==> src/rtl/serial_full_subtractor_if.sv <==
// Handshake and operand/result bundle for the bit-serial subtractor.
// The master issues requests and the slave returns results.
interface serial_full_subtractor_if #(
    parameter int WIDTH = 8
);
    logic             start;
    logic [WIDTH-1:0] a;
    logic [WIDTH-1:0] b;
    logic             bin;
    logic [WIDTH-1:0] diff;
    logic             bout;
    logic             busy;
    logic             done;

    modport master (
        output start, a, b, bin,
        input  diff, bout, busy, done
    );

    modport slave (
        input  start, a, b, bin,
        output diff, bout, busy, done
    );
endinterface

==> src/rtl/serial_full_subtractor.sv <==
// Bit-serial subtractor: one full-subtractor cell plus a registered borrow,
// producing diff = a - b - bin LSB first under a start/busy/done handshake.
module serial_full_subtractor #(
    parameter int WIDTH = 8
) (
    input  logic                     clk,
    input  logic                     rst,
    serial_full_subtractor_if.slave  bus
);
    localparam int CW = $clog2(WIDTH) + 1;
    localparam logic [CW-1:0] CNT_LAST = CW'(WIDTH - 1);
    localparam logic [CW-1:0] CNT_ONE  = CW'(1);

    typedef enum logic [1:0] {
        IDLE  = 2'd0,
        SHIFT = 2'd1,
        DONE  = 2'd2
    } state_t;

    function automatic logic fs_diff(input logic x, input logic y, input logic br);
        return x ^ y ^ br;
    endfunction

    function automatic logic fs_borrow(input logic x, input logic y, input logic br);
        return (~x & y) | (~(x ^ y) & br);
    endfunction

    state_t           state_q, state_d;
    logic [WIDTH-1:0] a_sr_q, a_sr_d;
    logic [WIDTH-1:0] b_sr_q, b_sr_d;
    logic [WIDTH-1:0] res_q, res_d;
    logic [WIDTH-1:0] diff_q, diff_d;
    logic [CW-1:0]    cnt_q, cnt_d;
    logic             br_q, br_d;
    logic             bout_q, bout_d;
    logic             busy_q, busy_d;
    logic             done_q, done_d;

    logic             d_bit_s;
    logic             br_next_s;
    logic [WIDTH:0]   res_ext_s;
    logic [WIDTH-1:0] res_shift_s;

    // Full-subtractor cell on the current LSBs; result enters at the MSB.
    always_comb begin
        d_bit_s     = fs_diff(a_sr_q[0], b_sr_q[0], br_q);
        br_next_s   = fs_borrow(a_sr_q[0], b_sr_q[0], br_q);
        res_ext_s   = {d_bit_s, res_q};
        res_shift_s = res_ext_s[WIDTH:1];
    end

    // Next-state and datapath update for the IDLE/SHIFT/DONE sequencer.
    always_comb begin
        state_d = state_q;
        a_sr_d  = a_sr_q;
        b_sr_d  = b_sr_q;
        res_d   = res_q;
        diff_d  = diff_q;
        cnt_d   = cnt_q;
        br_d    = br_q;
        bout_d  = bout_q;
        case (state_q)
            IDLE, DONE: begin
                if (bus.start) begin
                    a_sr_d  = bus.a;
                    b_sr_d  = bus.b;
                    br_d    = bus.bin;
                    cnt_d   = {CW{1'b0}};
                    res_d   = {WIDTH{1'b0}};
                    state_d = SHIFT;
                end else begin
                    state_d = IDLE;
                end
            end
            SHIFT: begin
                a_sr_d = a_sr_q >> 1;
                b_sr_d = b_sr_q >> 1;
                br_d   = br_next_s;
                res_d  = res_shift_s;
                cnt_d  = cnt_q + CNT_ONE;
                if (cnt_q == CNT_LAST) begin
                    diff_d  = res_shift_s;
                    bout_d  = br_next_s;
                    state_d = DONE;
                end else begin
                    state_d = SHIFT;
                end
            end
            default: begin
                state_d = IDLE;
            end
        endcase
        // busy/done are registered so they line up with the state they describe
        busy_d = (state_d == SHIFT);
        done_d = (state_d == DONE);
    end

    // State and datapath registers with synchronous reset.
    always_ff @(posedge clk) begin
        if (rst) begin
            state_q <= IDLE;
            a_sr_q  <= {WIDTH{1'b0}};
            b_sr_q  <= {WIDTH{1'b0}};
            res_q   <= {WIDTH{1'b0}};
            diff_q  <= {WIDTH{1'b0}};
            cnt_q   <= {CW{1'b0}};
            br_q    <= 1'b0;
            bout_q  <= 1'b0;
            busy_q  <= 1'b0;
            done_q  <= 1'b0;
        end else begin
            state_q <= state_d;
            a_sr_q  <= a_sr_d;
            b_sr_q  <= b_sr_d;
            res_q   <= res_d;
            diff_q  <= diff_d;
            cnt_q   <= cnt_d;
            br_q    <= br_d;
            bout_q  <= bout_d;
            busy_q  <= busy_d;
            done_q  <= done_d;
        end
    end

    assign bus.diff = diff_q;
    assign bus.bout = bout_q;
    assign bus.busy = busy_q;
    assign bus.done = done_q;
endmodule
==> src/flat_wrapper.sv <==
// flat-port wrapper written by rule: the top's interface ports become plain ports
module serial_full_subtractor_flat 
#(
    parameter int WIDTH = 8
)
  (clk, rst, bus_start, bus_a, bus_b, bus_bin, bus_diff, bus_bout, bus_busy, bus_done);
  serial_full_subtractor_if #(.WIDTH(WIDTH)) bus_i ();
  input  logic clk;
  input  logic rst;
  input wire logic [$bits(bus_i.start)-1:0] bus_start;
  input wire logic [$bits(bus_i.a)-1:0] bus_a;
  input wire logic [$bits(bus_i.b)-1:0] bus_b;
  input wire logic [$bits(bus_i.bin)-1:0] bus_bin;
  output wire logic [$bits(bus_i.diff)-1:0] bus_diff;
  output wire logic [$bits(bus_i.bout)-1:0] bus_bout;
  output wire logic [$bits(bus_i.busy)-1:0] bus_busy;
  output wire logic [$bits(bus_i.done)-1:0] bus_done;
  assign bus_i.start = bus_start;
  assign bus_i.a = bus_a;
  assign bus_i.b = bus_b;
  assign bus_i.bin = bus_bin;
  assign bus_diff = bus_i.diff;
  assign bus_bout = bus_i.bout;
  assign bus_busy = bus_i.busy;
  assign bus_done = bus_i.done;
  serial_full_subtractor #(.WIDTH(WIDTH)) u_core (.clk(clk), .rst(rst), .bus(bus_i));
endmodule
==> config.mk <==
export PLATFORM = sky130hd
export DESIGN_NAME = serial_full_subtractor_flat
export DESIGN_NICKNAME = d
export VERILOG_FILES = /design/src/rtl/serial_full_subtractor_if.sv /design/src/rtl/serial_full_subtractor.sv /design/src/flat_wrapper.sv
export SDC_FILE = /design/constraint.sdc
export NUM_CORES = 1
export LEC_CHECK = 0
export CAP_MARGIN = 20
export CORE_MARGIN = 3
export CORE_UTILIZATION = 35
export CTS_CLUSTER_DIAMETER = 150
export DETAILED_ROUTE_END_ITERATION = 12
export GPL_ROUTABILITY_DRIVEN = 0
export PLACE_DENSITY = 0.59
export RECOVER_POWER = 50
export SLEW_MARGIN = 20
export SYNTH_ARGS = -nofsm -noshare
export SYNTH_HDL_FRONTEND = slang
export SYNTH_SLANG_ARGS = --single-unit
==> constraint.sdc <==
create_clock -name clk -period 2.1 [get_ports clk]
set_clock_uncertainty 0.05 [all_clocks]
set_input_delay 0.525 -clock clk [delete_from_list [all_inputs] [get_ports clk]]
set_output_delay 0.525 -clock clk [all_outputs]
set_load 0.02 [all_outputs]
Yosys cells after proc, flatten, opt, wreduce, memory -nomap -nowiden:

Index checks and enable logic that the tools add are counted.

* add/subtract/negate cells: 1
* eq/ne operators: 6
* muxes and demuxes: 13
* bitwise gates (word level): 7
* reductions and logical operators: 5

Operators by type and width (number)
* 8-bit one-hot mux with 2 select lines: 3
* 8-bit two-way mux: 3
* 4-bit one-hot mux with 2 select lines: 1
* 4-bit by 1-bit adder with 4-bit output, second input constant: 1
* 2-bit by 1-bit equality test with 1-bit output, second input constant: 2
* 2-bit equality test, second input constant: 2
* 4-bit by 3-bit equality test with 1-bit output, second input constant: 1
* 4-bit two-way mux: 1
* 2-bit one-hot mux with 2 select lines: 1
* 2-bit AND reduction: 2
* 1-bit bitwise AND: 2
* 2-bit zero test: 1
* 1-bit two-way mux: 2
* 2-bit two-way mux: 1
* 2-bit inequality test, second input constant: 1
* 1-bit NOT: 2
* 1-bit one-hot mux with 2 select lines: 1
* 2-bit nonzero test: 1
* 2-bit OR reduction: 1
* 1-bit XOR: 2
* 1-bit OR: 1

* flip-flop bits (word level): 42
* output and inout bits: 11

Depth between registers and ports, before layout:

* depth in word-level cells: 5
* depth in mapped cells: 5
* gate-level depth less buffers: 4

Least setup slack after synthesis:

No wires, ideal clock.

* path kind: input port to flip-flop
* from: input bus_start
* to: register u_core.b_sr_q[0]
* setup time: 132 ps
* arrival time: 1182 ps
* setup slack: 736 ps
* cell stages on the path: 5
* buffers on the path: 2
* path through: and2b_1 -> buf_2 -> buf_4 -> a22oi_1 -> a21oi_1

* cells in the longest elaborated chain, start to end: 2

Ends and longest elaborated chain
* start, declared: RTL line flat_wrapper.sv:10 `input wire logic [$bits(bus_i.start)-1:0] bus_start;`
* 2-bit inequality test (no source line)
* 2-bit AND reduction (no source line)
* end signal, assigned: RTL line serial_full_subtractor.sv:103 `b_sr_q <= {WIDTH{1'b0}};`
* end signal, assigned: RTL line serial_full_subtractor.sv:114 `b_sr_q <= b_sr_d;`
* end, declared: RTL line serial_full_subtractor.sv:30 `logic [WIDTH-1:0] b_sr_q, b_sr_d;`

No other way between the ends.
A chain may end at the register's enable or synchronous reset.

Final worst setup path:

* from: register u_core.diff_q[2] (netlist: u_core.bus.diff[2])
* to: output bus_diff[2]

RTL lines
* start, declared: RTL line serial_full_subtractor.sv:32 `logic [WIDTH-1:0] diff_q, diff_d;`
* start signal, assigned: RTL line serial_full_subtractor.sv:105 `diff_q <= {WIDTH{1'b0}};`
* start signal, assigned: RTL line serial_full_subtractor.sv:116 `diff_q <= diff_d;`
* end, declared: RTL line flat_wrapper.sv:14 `output wire logic [$bits(bus_i.diff)-1:0] bus_diff;`

No word-level cell between the ends.

==> summary.md <==
| Metric | Value |
|---|---|
| Crit path DAT | 1230 ps |
| Number of violations of the max-capacitance limit | 0 |
| DRT Wirelength | 3630 um |
| Die extent in x | 76.3 um |
| Cells along the critical path | clkdlybuf4s50_1 |
| Worst slew pin tran | 521 ps |
| H-Tree Level Count | 2 |
| Routed via count divided by cell count | 5.04 |
| Row Count | 24 |
| Top Ports | 31 |
| Layout net count | 233 |
| First-pass GRT wire length | 6180 um |
| Fraction of the cycle the final worst path needs | 0.860 |
| Filler-free cell count of the finished design | 277 |
| First-pass iteration count of the detailed router | 4 |
| Via count of the first global-routing pass | 1392 |
| Number of sinks driven by the clock tree | 41 |
| Synth Register Bits | 41 |
| CP max FO | 2 |
| GR Overflow Total | 0 |
| Fillcell total | 462 |
| Total number of vias | 1397 |
| Commonest non-fill, non-tap cells in the layout | 41 x sky130_fd_sc_hd__dfxtp_1, 28 x sky130_fd_sc_hd__a21oi_1, 28 x sky130_fd_sc_hd__clkdlybuf4s50_1, 26 x sky130_fd_sc_hd__nand3_1, 19 x sky130_fd_sc_hd__nand2b_1 |
| Peak supply drop | 0.329 mV |
| Cell at the slowest stage of the critical path | sky130_fd_sc_hd__clkdlybuf4s50_1 |
| HP Class | flip-flop to flip-flop |
| Most common cell after layout, fill and taps aside | sky130_fd_sc_hd__dfxtp_1 |
| Post-synth top area cell | sky130_fd_sc_hd__dfxtp_1 |
| Share of cells above drive strength 1 | 0.0755 |
| Hold-fix buffers at CTS | 0 |
| Worst rel slew slack | 0.653 |
| Top achievable clock speed | 554 MHz |
| Antenna violations before repair | 0 |
| Number of different library cells in the post-synthesis netlist | 27 |
| Total of warnings raised by yosys | 0 |
| Count of input and output buffers | 30 |
| Initial Utilization | 0.379 |
| Netlist area before placement | 1730 um2 |
| Number of instances in the synthesized netlist | 185 |
| Core region area | 4560 um2 |
| Post-Synthesis Mean Instance Area | 9.34 um2 |
| Layer carrying the most global-route usage | met2 |
| Min cycle time layout | 1810 ps |
| Remaining antenna violation count | 0 |
| Delay of the slowest cell on the worst path | 610 ps |
| Met3 Track Usage GR | 0.0496 |
| Largest cells by area after synthesis | sky130_fd_sc_hd__dfxtp_1 48%, sky130_fd_sc_hd__a21oi_1 8.1%, sky130_fd_sc_hd__nand3_1 7.5% |
| Post-Syn Nets | 207 |
| Number of buffers between clock root and the deepest sink | 2 |
| Nature of the critical path startpoint | flip-flop |
| Portion of the post-synthesis area used by sequential elements | 0.475 |
| Area fraction of the dominant cell type after synthesis | 0.475 |
| DP Wirelength | 2350 um |
| Data required time of the critical path | 1520 ps |
| Met1 demand-to-capacity share in global routing | 0.153 |
| Internal reg-to-reg setup slack | 580 ps |
| Post-cts resize count | 0 |
| Maximum number of pins on one net before global-route repair | 52 |
| Post-CTS Setup Inserts | 0 |
| All-layer global routing usage | 0.129 |
| Number of buffers created by CTS | 5 |
| CTS Root Buffer Type | sky130_fd_sc_hd__clkbuf_8 |
| Critical path class | flip-flop to output port |
| Final setup vio count | 0 |
| Crit. End Element | output port |
| Layout-stage area growth over the synthesis result | 23.6% |
| Category of cells accounting for the largest share of critical-path delay | buffers and inverters |
| Diodes inserted | 0 |
| Wire per inst | 13.1 um |
| Leak | 0.726 nW |
| Clk pin slew, worst setup/hold paths | 70 ps |
| Number of DRC markers after the initial detailed-route iteration | 107 |
| Count of final hold-check violations | 0 |
| Pwr per Cell Area | 707 nW/um2 |
| Outcome | finished, final reports clean |
| CTS tree | done |
| Global-route track usage on met2 | 0.210 |
| Clock latency at the later pin of the worst-skew pair | 290 ps |
| Die Height | 76.3 um |
| Total negative setup slack | 0 ps |
| Placed instance count | 269 |
| Sum of buffers and inverters on the critical path | 1 |
| Unrepaired setup endpoints after global routing | no |
| Die Area | 5820 um2 |
| DR DRC count | 0 |
| Pins Over Slew Limit | 0 |
[cells by family (layout without fill, tap and decap cells)]
kind of cell / Yosys count / after routing / share of synthesized area
flip-flops: 41 / 41 / 0.475
AO/OA/AOI/OAI: 44 / 44 / 0.154
adder cells (fa/ha/maj): 2 / 2 / 0.0188
multiplexers: 11 / 11 / 0.0681
AND/OR/NAND/NOR: 68 / 68 / 0.219
buffers and inverters: 19 / 46 / 0.0644
[worst paths after layout]
check | startpoint | endpoint | depth (start not counted)
worst min-delay path | u_core.b_sr_q[0] | u_core.b_sr_q[0] | 2
worst max-delay path | u_core.bus.diff[2] | bus_diff[2] | 1
worst min register to register | u_core.b_sr_q[0] | u_core.b_sr_q[0] | 2
worst max register to register | u_core.cnt_q[0] | u_core.bus.bout | 3
[worst reg2reg max path, stage by stage (launching register included)]
cell and delay, ps:
sky130_fd_sc_hd__dfxtp_1 380, sky130_fd_sc_hd__ha_1 240, sky130_fd_sc_hd__and4b_4 390, sky130_fd_sc_hd__mux2_2 360
[synthesized netlist by cell type]
library cell / instances
sky130_fd_sc_hd__buf_6: 2
sky130_fd_sc_hd__fa_1: 1
sky130_fd_sc_hd__nor2b_1: 1
sky130_fd_sc_hd__a2bb2oi_1: 1
sky130_fd_sc_hd__dfxtp_1: 41
sky130_fd_sc_hd__buf_4: 1
sky130_fd_sc_hd__nor2b_4: 1
sky130_fd_sc_hd__nand3b_1: 1
sky130_fd_sc_hd__and4b_4: 1
sky130_fd_sc_hd__and2b_1: 3
sky130_fd_sc_hd__nor2_1: 4
sky130_fd_sc_hd__ha_1: 1
sky130_fd_sc_hd__clkbuf_1: 5
sky130_fd_sc_hd__a211oi_2: 1
sky130_fd_sc_hd__inv_1: 2
sky130_fd_sc_hd__a21oi_1: 28
sky130_fd_sc_hd__nand3_1: 26
sky130_fd_sc_hd__buf_8: 1
sky130_fd_sc_hd__nand4_1: 1
sky130_fd_sc_hd__a22oi_1: 14
sky130_fd_sc_hd__mux2_2: 2
sky130_fd_sc_hd__mux2_4: 1
sky130_fd_sc_hd__buf_2: 8
sky130_fd_sc_hd__nand2b_1: 19
sky130_fd_sc_hd__mux2i_1: 8
sky130_fd_sc_hd__nor3b_1: 1
sky130_fd_sc_hd__nand2_1: 10
[metal layers]
metal	wire [um]	vias up
li1	-	697
met4	45	0
met1	1660	649
met2	1700	46
met3	227	5
met5	0	-
[final cells by class]
type                            count  area (um2)  share of cell area
Tap cell                           65        81.3              0.0381
Sequential cell                    41         821               0.384
Timing Repair Buffer               36         355               0.166
Multi-Input combinational cell    125         791               0.370
Inverter                            2        7.51             0.00351
Clock buffer                        8        80.1              0.0375
[flip-flops by register name (all words and copies together) (netlist names)]
| register | count |
|---|---|
| u_core.a_sr_q | 8 |
| u_core.b_sr_q | 8 |
| u_core.bus.diff | 8 |
| u_core.res_q | 7 |
| u_core.cnt_q | 4 |
| u_core.state_q | 2 |
| u_core.br_q | 1 |
| u_core.bus.bout | 1 |
| u_core.bus.busy | 1 |
| u_core.bus.done | 1 |
[through the flow]
| stage | worst slack [ps] | hold slack, ps | util | area (um2) | power, mW |
|---|---|---|---|---|---|
| after floorplan | 736 | 396 | - | 1730 | 0.962 |
| after global placement | 350 | 403 | 0.452 | 2060 | 1.03 |
| after detailed placement | 302 | 411 | 0.452 | 2060 | 1.03 |
| after CTS | 274 | 422 | 0.470 | 2140 | 1.53 |
| after global routing | 226 | 439 | 0.468 | 2140 | 1.58 |
| final | 294 | 421 | 0.468 | 2140 | 1.51 |
[report_power, final]
group | total, mW | switching, mW | leakage [nW] | internal (mW)
logic | 0.189 | 0.0982 | 0.353 | 0.0906
registers | 0.823 | 0.0166 | 0.334 | 0.807
clock network | 0.497 | 0.261 | 0.0395 | 0.236
total | 1.51 | 0.376 | 0.726 | 1.13
No activity file was read; power rests on OpenSTA's default activity.
